==> src/rtl/mult_share_arbiter.sv <==
// Round-robin front end for one shared combinational 4x4 multiplier.
// One grant per cycle; the product and winner ID land in a one-slot valid/ready buffer.
module mult_share_arbiter #(
    parameter int NREQ = 4,
    parameter int IDW  = 2
) (
    input  logic              clk,
    input  logic              rst,
    input  logic [NREQ-1:0]   req_valid,
    output logic [NREQ-1:0]   req_ready,
    input  logic [4*NREQ-1:0] req_a,
    input  logic [4*NREQ-1:0] req_b,
    output logic [3:0]        mul_a,
    output logic [3:0]        mul_b,
    input  logic [7:0]        mul_prod,
    output logic              rsp_valid,
    input  logic              rsp_ready,
    output logic [7:0]        rsp_prod,
    output logic [IDW-1:0]    rsp_id,
    output logic              busy
);
    typedef enum logic {EMPTY = 1'b0, FULL = 1'b1} state_t;

    typedef struct packed {
        logic [7:0]     prod;
        logic [IDW-1:0] id;
    } rsp_t;

    state_t               state_q, state_d;
    rsp_t                 rsp_q;
    logic [IDW-1:0]       ptr_q, ptr_d, gnt_id, idx;
    logic                 gnt_vld, can_accept;
    logic [NREQ-1:0][3:0] op_a, op_b;

    for (genvar i = 0; i < NREQ; i++) begin : g_ops
        assign op_a[i] = req_a[4*i +: 4];
        assign op_b[i] = req_b[4*i +: 4];
    end

    // Reset blocks acceptance so nothing in flight during reset gets a grant.
    assign can_accept = !rst && (state_q == EMPTY || rsp_ready);

    always_comb begin
        gnt_vld = 1'b0;
        gnt_id  = '0;
        idx     = '0;
        for (int k = 0; k < NREQ; k++) begin
            idx = IDW'((int'(ptr_q) + k) % NREQ);
            if (!gnt_vld && req_valid[idx]) begin
                gnt_vld = 1'b1;
                gnt_id  = idx;
            end
        end
        gnt_vld = gnt_vld && can_accept;
        ptr_d   = IDW'((int'(gnt_id) + 1) % NREQ);
    end

    always_comb begin
        req_ready = '0;
        mul_a     = '0;
        mul_b     = '0;
        state_d   = state_q;
        if (gnt_vld) begin
            req_ready[gnt_id] = 1'b1;
            mul_a             = op_a[gnt_id];
            mul_b             = op_b[gnt_id];
            state_d           = FULL;
        end else if (state_q == FULL && rsp_ready) begin
            state_d = EMPTY;
        end
    end

    always_ff @(posedge clk) begin
        if (rst) begin
            state_q <= EMPTY;
            ptr_q   <= '0;
            rsp_q   <= '0;
        end else begin
            state_q <= state_d;
            if (gnt_vld) begin
                rsp_q.prod <= mul_prod;
                rsp_q.id   <= gnt_id;
                ptr_q      <= ptr_d;
            end
        end
    end

    assign rsp_valid = (state_q == FULL);
    assign rsp_prod  = rsp_q.prod;
    assign rsp_id    = rsp_q.id;
    assign busy      = rsp_valid | (|req_valid);
endmodule

==> config.mk <==
export PLATFORM = sky130hd
export DESIGN_NAME = mult_share_arbiter
export DESIGN_NICKNAME = d
export VERILOG_FILES = /design/src/rtl/mult_share_arbiter.sv
export SDC_FILE = /design/constraint.sdc
export NUM_CORES = 1
export LEC_CHECK = 0
export ABC_AREA = 1
export CAP_MARGIN = 30
export CORE_MARGIN = 3
export CORE_UTILIZATION = 41
export CTS_CLUSTER_SIZE = 24
export DETAILED_ROUTE_END_ITERATION = 7
export HOLD_SLACK_MARGIN = 0.06
export PLACE_DENSITY_LB_ADDON = 0.1
export SLEW_MARGIN = 20
export SYNTH_ARGS = -nofsm -noshare
export SYNTH_HDL_FRONTEND = slang
export SYNTH_SLANG_ARGS = --single-unit
export TNS_END_PERCENT = 5
==> constraint.sdc <==
create_clock -name clk -period 3.2 [get_ports clk]
set_input_delay 0.32 -clock clk [delete_from_list [all_inputs] [get_ports clk]]
set_output_delay 0.32 -clock clk [all_outputs]
set_load 0.03 [all_outputs]
==> results of run 1 <==
## registers in the layout (all words and copies together), names as in the netlist
register / cells
rsp_id: 2
ptr_q: 2
rsp_prod: 8
rsp_valid: 1
## worst max-delay path by stage
| stage | from | to | slack [ns] | cells past startpoint |
|---|---|---|---|---|
| floorplan | ptr_q[0] | mul_a[1] | 1.07 | 12 |
| global route | ptr_q[0] | req_ready[0] | 0.01 | 11 |
| finish | ptr_q[0] | req_ready[0] | 0.23 | 11 |
| global placement | req_valid[3] | req_ready[1] | 0.19 | 13 |
| detailed placement | req_valid[3] | req_ready[1] | 0.14 | 13 |
| CTS | ptr_q[0] | req_ready[1] | 0.11 | 13 |
## synth_stat cells
cell type   n
nand4_1     7
o21ai_0    16
nor2_8      1
nand2_1    86
nand2_4     1
nor2_4      1
o21ai_1     5
clkinv_1    1
nand3_4     1
buf_6       2
nand2_2     4
clkbuf_1    4
inv_1      34
inv_2       3
nand3_2     1
ha_1        4
nand4_2     1
buf_4       1
nor2_2      2
nor2_1      5
nor3_1      1
a21oi_1     7
nand3_1    13
dfxtp_1    13
## layout make-up
class,count,share of cell area (%)
Clock buffer,3,1.13
Tap cell,31,1.95
Multi-Input combinational cell,156,38.7
Timing Repair Buffer,75,37.8
Inverter,38,7.16
Sequential cell,13,13.1
Clock inverter,1,0.251
## per-layer routing
metal  global-route usage (%)  wire [um]  up-vias
met5                        0          0        -
met4                     4.75         40        0
met3                     5.11        180        7
met2                     33.0       1680       36
met1                     20.4       1350      675
li1                         -          -      806
## per-stage QoR
stage,power [mW],utilization [%],hold slack [ns]
after floorplan,0.609,-,0.389
after global placement,0.809,70.0,0.461
after detailed placement,0.814,70.0,0.474
after CTS,0.917,71.0,0.490
after global routing,0.980,71.7,0.507
final,0.907,71.7,0.484
## logic make-up (layout without fill, tap and decap cells)
group / Yosys count / after routing / synth area share, %
simple gates: 124 / 124 / 47.4
flops: 13 / 13 / 21.4
fa+ha+maj: 4 / 4 / 4.12
compound gates: 28 / 28 / 11.5
buf+inv: 45 / 117 / 15.5
## power by group through the flow
stage / Sequential, mW / Clock, mW / Combinational (mW)
2_1_floorplan: 0.225 / 0 / 0.384
3_3_place_gp: 0.197 / 0 / 0.612
3_5_place_dp: 0.197 / 0 / 0.617
4_1_cts: 0.194 / 0.103 / 0.620
5_1_grt: 0.197 / 0.108 / 0.674
6_report: 0.194 / 0.102 / 0.612
## critical path: cells and delay by family, from the launching register on
| family | cells | cell delay [ns] |
|---|---|---|
| buf+inv | 3 | 0.91 |
| simple gates | 7 | 0.83 |
| flops | 1 | 0.44 |
| fa+ha+maj | 1 | 0.18 |
==> results.py, run 1 <==
metrics = {
    "setup_path": {
        "cp-start-kind": "flop",
        "r2r-end": "ptr_q[1]",
        "worstPathRequired_ns": 2.88,
        "path_max_fanout": 6,
        "crit_arrival_ns": 2.65,
        "path_cells": "buf_4 -> nand2_1 -> nand3_1 -> nand2_1 -> nor2_2 -> nand4_1 -> nand2_1 -> ha_1 -> inv_1 -> nor2_1 -> clkdlybuf4s50_1",
        "r2r.worst_path.cells": 11,
        "crit_path_end_kind": "output port",
        "slowest_stage": "clkdlybuf4s50_1",
        "ff2ff_setup_slack_ns": 1.06,
        "slowest_delay_ns": 0.69,
        "r2r_start": "ptr_q[0]",
        "critical_path_class": "flop to output port",
        "cpMostUsedCell": "nand2_1",
    },
    "place": {
        "io_buffers": 70,
        "dp_cells": 313,
        "dpl.hpwl_um": 2720,
        "place_congestion": 0.897,
        "post-place-ws_ns": 0.143,
        "placed_area_um2": 1950,
    },
    "logic_synthesis": {
        "postSynthNetCount": 265,
        "yosysWarnings": 0,
        "synth_top_area_share_pct": 26.6,
        "yosysSeqAreaShare_pct": 21.4,
        "synth_area_leader_cell": "nand2_1",
        "synth_cells": 214,
        "avgSynthCellArea_um2": 5.67,
        "synth-seq-cells": 13,
        "ys_types": 24,
        "yosys-top-cells-area": "nand2_1 27%, dfxtp_1 21%, inv_1 11%",
        "synth_area_um2": 1210,
    },
    "timing": {
        "setup_viol": 0,
        "fin_crit_sh_pct": 92.7,
        "max_slew_margin_pct": 72.9,
        "worst_pin_slew_ns": 0.406,
        "finalMaxSlewViolations": 0,
        "rsz0062_at_grt": "no",
        "max_freq_mhz": 337,
        "setup_slack_ns": 0.232,
        "final.setup.tns_ns": 0,
        "timing_hold_violations_final": 0,
        "period_needed_ns": 2.97,
        "fin_worst_skew_ns": 0.00523,
    },
    "drt": {
        "ant_nets": 0,
        "wl_per_cell_um": 10.2,
        "drc_errors": 0,
        "wl_um": 3250,
        "vias": 1524,
        "drt-initial-drc-count": 64,
        "dr.pass1.iters": 4,
        "vias_per_cell": 4.81,
    },
    "global_routing": {
        "antenna_found_initial": 0,
        "grt_max_degree": 21,
        "grt_pass1_wl_um": 5130,
        "grt_usage_pct": 18.1,
        "grt_pass1_vias": 1319,
        "grt.overflow.total": 0,
    },
    "hold_path": {
        "min_path_cells": 2,
        "hold_class": "flop to flop",
        "min_to": "rsp_prod[6]",
        "min_from": "rsp_prod[6]",
    },
    "run_status": {
        "status": "finished clean",
    },
    "pwr": {
        "clock_power_share_pct": 11.2,
        "pwr-share-comb_pct": 67.4,
        "p_leak_nw": 1.10,
        "p_int_mw": 0.477,
        "netSwitchingPower_mw": 0.430,
        "cellPowerDensity_nw_per_um2": 455,
        "seqPwrFrac_pct": 21.4,
        "swShare_pct": 47.4,
        "vdd_drop_max_uv": 389,
    },
    "cells_and_area": {
        "layout_commonest_cell": "nand2_1",
        "fin_area_um2": 1990,
        "diodes": 0,
        "final_cell_mix": "86 x nand2_1, 62 x clkdlybuf4s50_1, 34 x inv_1, 16 x o21ai_0",
        "final_cell_count_no_fill": 317,
        "multi_input_area_um2": 771,
        "fillers": 246,
        "nets": 338,
        "regArea_um2": 260,
        "layout-drive-gt1-share_pct": 9.09,
        "area_growth_pct": 64.2,
    },
    "floorplan": {
        "fp.dieH_um": 60.4,
        "ios": 71,
        "start_util_pct": 43.6,
        "fp-row-count": 19,
        "die-area_um2": 3650,
        "die_w_um": 60.4,
        "core_um2": 2780,
    },
    "clocking": {
        "clock_latency_ns": 0.28,
        "htreeDepth": 1,
        "post_cts_buffers": 0,
        "cts_tree": "yes",
        "cts-buffers-inserted": 3,
        "cts.clk_slew.worst_paths_ns": 0.07,
        "cts_buffer_depth": 2,
        "ctsResizeCount": 0,
        "postCtsHoldBufs": 0,
        "clockRootBuffer": "clkbuf_4",
        "cts_sinks": 13,
    },
    "run": {
        "maxCapViolCount": 0,
    },
}
No activity file was read; power rests on OpenSTA's default activity.
==> run 2: changes to the inputs <==
- CORE_MARGIN: 3 -> 4
==> run 2 against run 1 <==
Power is 0.15% lower. Global-route usage decreased by 1.3 points. Clock skew decreased by 0.0027 ns. Core utilization fell by 0.22 points. First-iteration DRC count fell by 3.1%. Critical path type unchanged. Worst setup slack improved by 0.021 ns. Worst hold slack improved by 0.0033 ns. Critical path depth increased by 1.
==> results.py, run 2 (synthesis results as in run 1) <==
metrics = {
    "clocking": {
        "cts_sinks": 13,
        "htreeDepth": 1,
        "cts.clk_slew.worst_paths_ns": 0.08,
        "cts-buffers-inserted": 3,
        "cts_buffer_depth": 2,
        "clock_latency_ns": 0.27,
        "cts_tree": "yes",
        "clockRootBuffer": "clkbuf_4",
    },
    "drt": {
        "vias": 1467,
        "ant_nets": 0,
        "vias_per_cell": 4.64,
        "drc_errors": 0,
        "wl_per_cell_um": 10.7,
        "wl_um": 3390,
        "dr.pass1.iters": 4,
        "drt-initial-drc-count": 62,
    },
    "timing": {
        "final.setup.tns_ns": 0,
        "worst_pin_slew_ns": 0.398,
        "fin_crit_sh_pct": 92.1,
        "max_slew_margin_pct": 73.5,
        "max_freq_mhz": 339,
        "timing_hold_violations_final": 0,
        "fin_worst_skew_ns": 0.00249,
        "period_needed_ns": 2.95,
        "hold-worst-slack_ns": 0.487,
        "rsz0062_at_grt": "no",
        "setup_viol": 0,
        "setup_slack_ns": 0.253,
        "finalMaxSlewViolations": 0,
    },
    "hold_path": {
        "hold_class": "flop to flop",
        "min_to": "rsp_id[1]",
        "min_path_cells": 2,
        "min_from": "rsp_id[1]",
    },
    "floorplan": {
        "start_util_pct": 43.6,
        "fp-row-count": 19,
        "core_um2": 2780,
        "fp.dieH_um": 62.4,
        "die_w_um": 62.4,
        "die-area_um2": 3890,
        "ios": 71,
    },
    "cells_and_area": {
        "largest_reg_flops": 8,
        "fin_util_pct": 71.4,
        "area_growth_pct": 63.7,
        "final_cell_count_no_fill": 316,
        "layout_commonest_cell": "nand2_1",
        "nets": 337,
        "layout-drive-gt1-share_pct": 8.42,
        "diodes": 0,
        "final_cell_mix": "86 x nand2_1, 61 x clkdlybuf4s50_1, 34 x inv_1, 16 x o21ai_0",
    },
    "global_routing": {
        "grt_usage_pct": 16.8,
        "met3_usage_pct": 5.22,
        "grt_pass1_vias": 1357,
        "busiest_layer": "met2",
        "grt_pass1_wl_um": 5600,
        "grt_max_degree": 21,
        "antenna_found_initial": 0,
        "grt.overflow.total": 0,
        "met2_usage_pct": 30.1,
        "grtUsageMet1_pct": 19.2,
    },
    "setup_path": {
        "crit_path_end_kind": "output port",
        "r2r_start": "ptr_q[0]",
        "r2r-end": "ptr_q[1]",
        "worstPathRequired_ns": 2.88,
        "path_max_fanout": 7,
        "crit_arrival_ns": 2.63,
        "cp-start-kind": "flop",
        "r2r.worst_path.cells": 11,
        "critical_path_class": "flop to output port",
        "ff2ff_setup_slack_ns": 1.06,
    },
    "run_status": {
        "status": "finished clean",
    },
    "place": {
        "io_buffers": 70,
        "dpl.hpwl_um": 2780,
        "place_congestion": 0.852,
        "post-place-ws_ns": 0.147,
        "dp_cells": 312,
    },
    "pwr": {
        "vdd_drop_max_uv": 369,
        "cellPowerDensity_nw_per_um2": 456,
        "p_leak_nw": 1.10,
    },
    "run": {
        "maxCapViolCount": 0,
    },
}
-- run 2: changes by cell type in the layout (fill, tap and decap cells not counted), sizes merged --
cell	change
clkbuf	+1
clkinv	-1
clkdlybuf4s50	-1
dlymetal6s2s	+1
buf	-1
-- run 2: how the worst max path moves through the flow --
stage	slack, ns	start	depth (start not counted)	to
finish	0.25	ptr_q[0]	12	mul_a[2]
global route	0.03	ptr_q[0]	11	req_ready[0]
CTS	0.10	ptr_q[0]	13	req_ready[1]
detailed placement	0.15	req_valid[2]	13	req_ready[1]
global placement	0.19	req_valid[3]	13	req_ready[1]
floorplan	1.07	ptr_q[0]	12	mul_a[1]
-- run 2: through the flow --
step,power (mW),instance area (um^2)
after floorplan,0.609,1210
after global placement,0.809,1940
after detailed placement,0.814,1940
after CTS,0.918,1970
after global routing,0.989,1990
final,0.906,1990
-- run 2: cell type report --
cell class	instances	area, um^2
Fill cell	241	795
Multi-Input combinational cell	156	771
Inverter	38	143
Tap cell	31	38.8
Clock buffer	4	26.3
Sequential cell	13	260
Timing Repair Buffer	74	748
-- run 2: report_power, final --
| part | total, mW | switching (mW) | internal, mW |
|---|---|---|---|
| clock | 0.101 | 0.0523 | 0.0483 |
| combinational | 0.611 | 0.363 | 0.248 |
| sequential | 0.194 | 0.0135 | 0.181 |
| total | 0.906 | 0.429 | 0.477 |
-- run 2: routing by layer --
layer | vias up | part of all wire, % | wire (um)
li1 | 801 | - | -
met5 | - | 0 | 0
met2 | 31 | 50 | 1710
met4 | 0 | 0.89 | 30
met1 | 629 | 42 | 1420
met3 | 6 | 6.6 | 224
-- run 2: timing repair --
| action | CTS | global route |
|---|---|---|
| hold buffers | 0 | 0 |
| resized for setup | 0 | 8 |
| setup endpoints to repair | 0 | 8 |
| setup buffers | 0 | 0 |
-- run 2: critical path, stage by stage (launching register included) --
cell	delay, ns
dfxtp_1	0.44
buf_4	0.18
nand2_1	0.07
nand3_1	0.10
nand2_1	0.09
nor2_2	0.15
nand3_1	0.11
clkinv_1	0.07
nor2_2	0.05
nor2_8	0.15
nand3_1	0.09
a21oi_1	0.14
clkdlybuf4s50_1	0.70
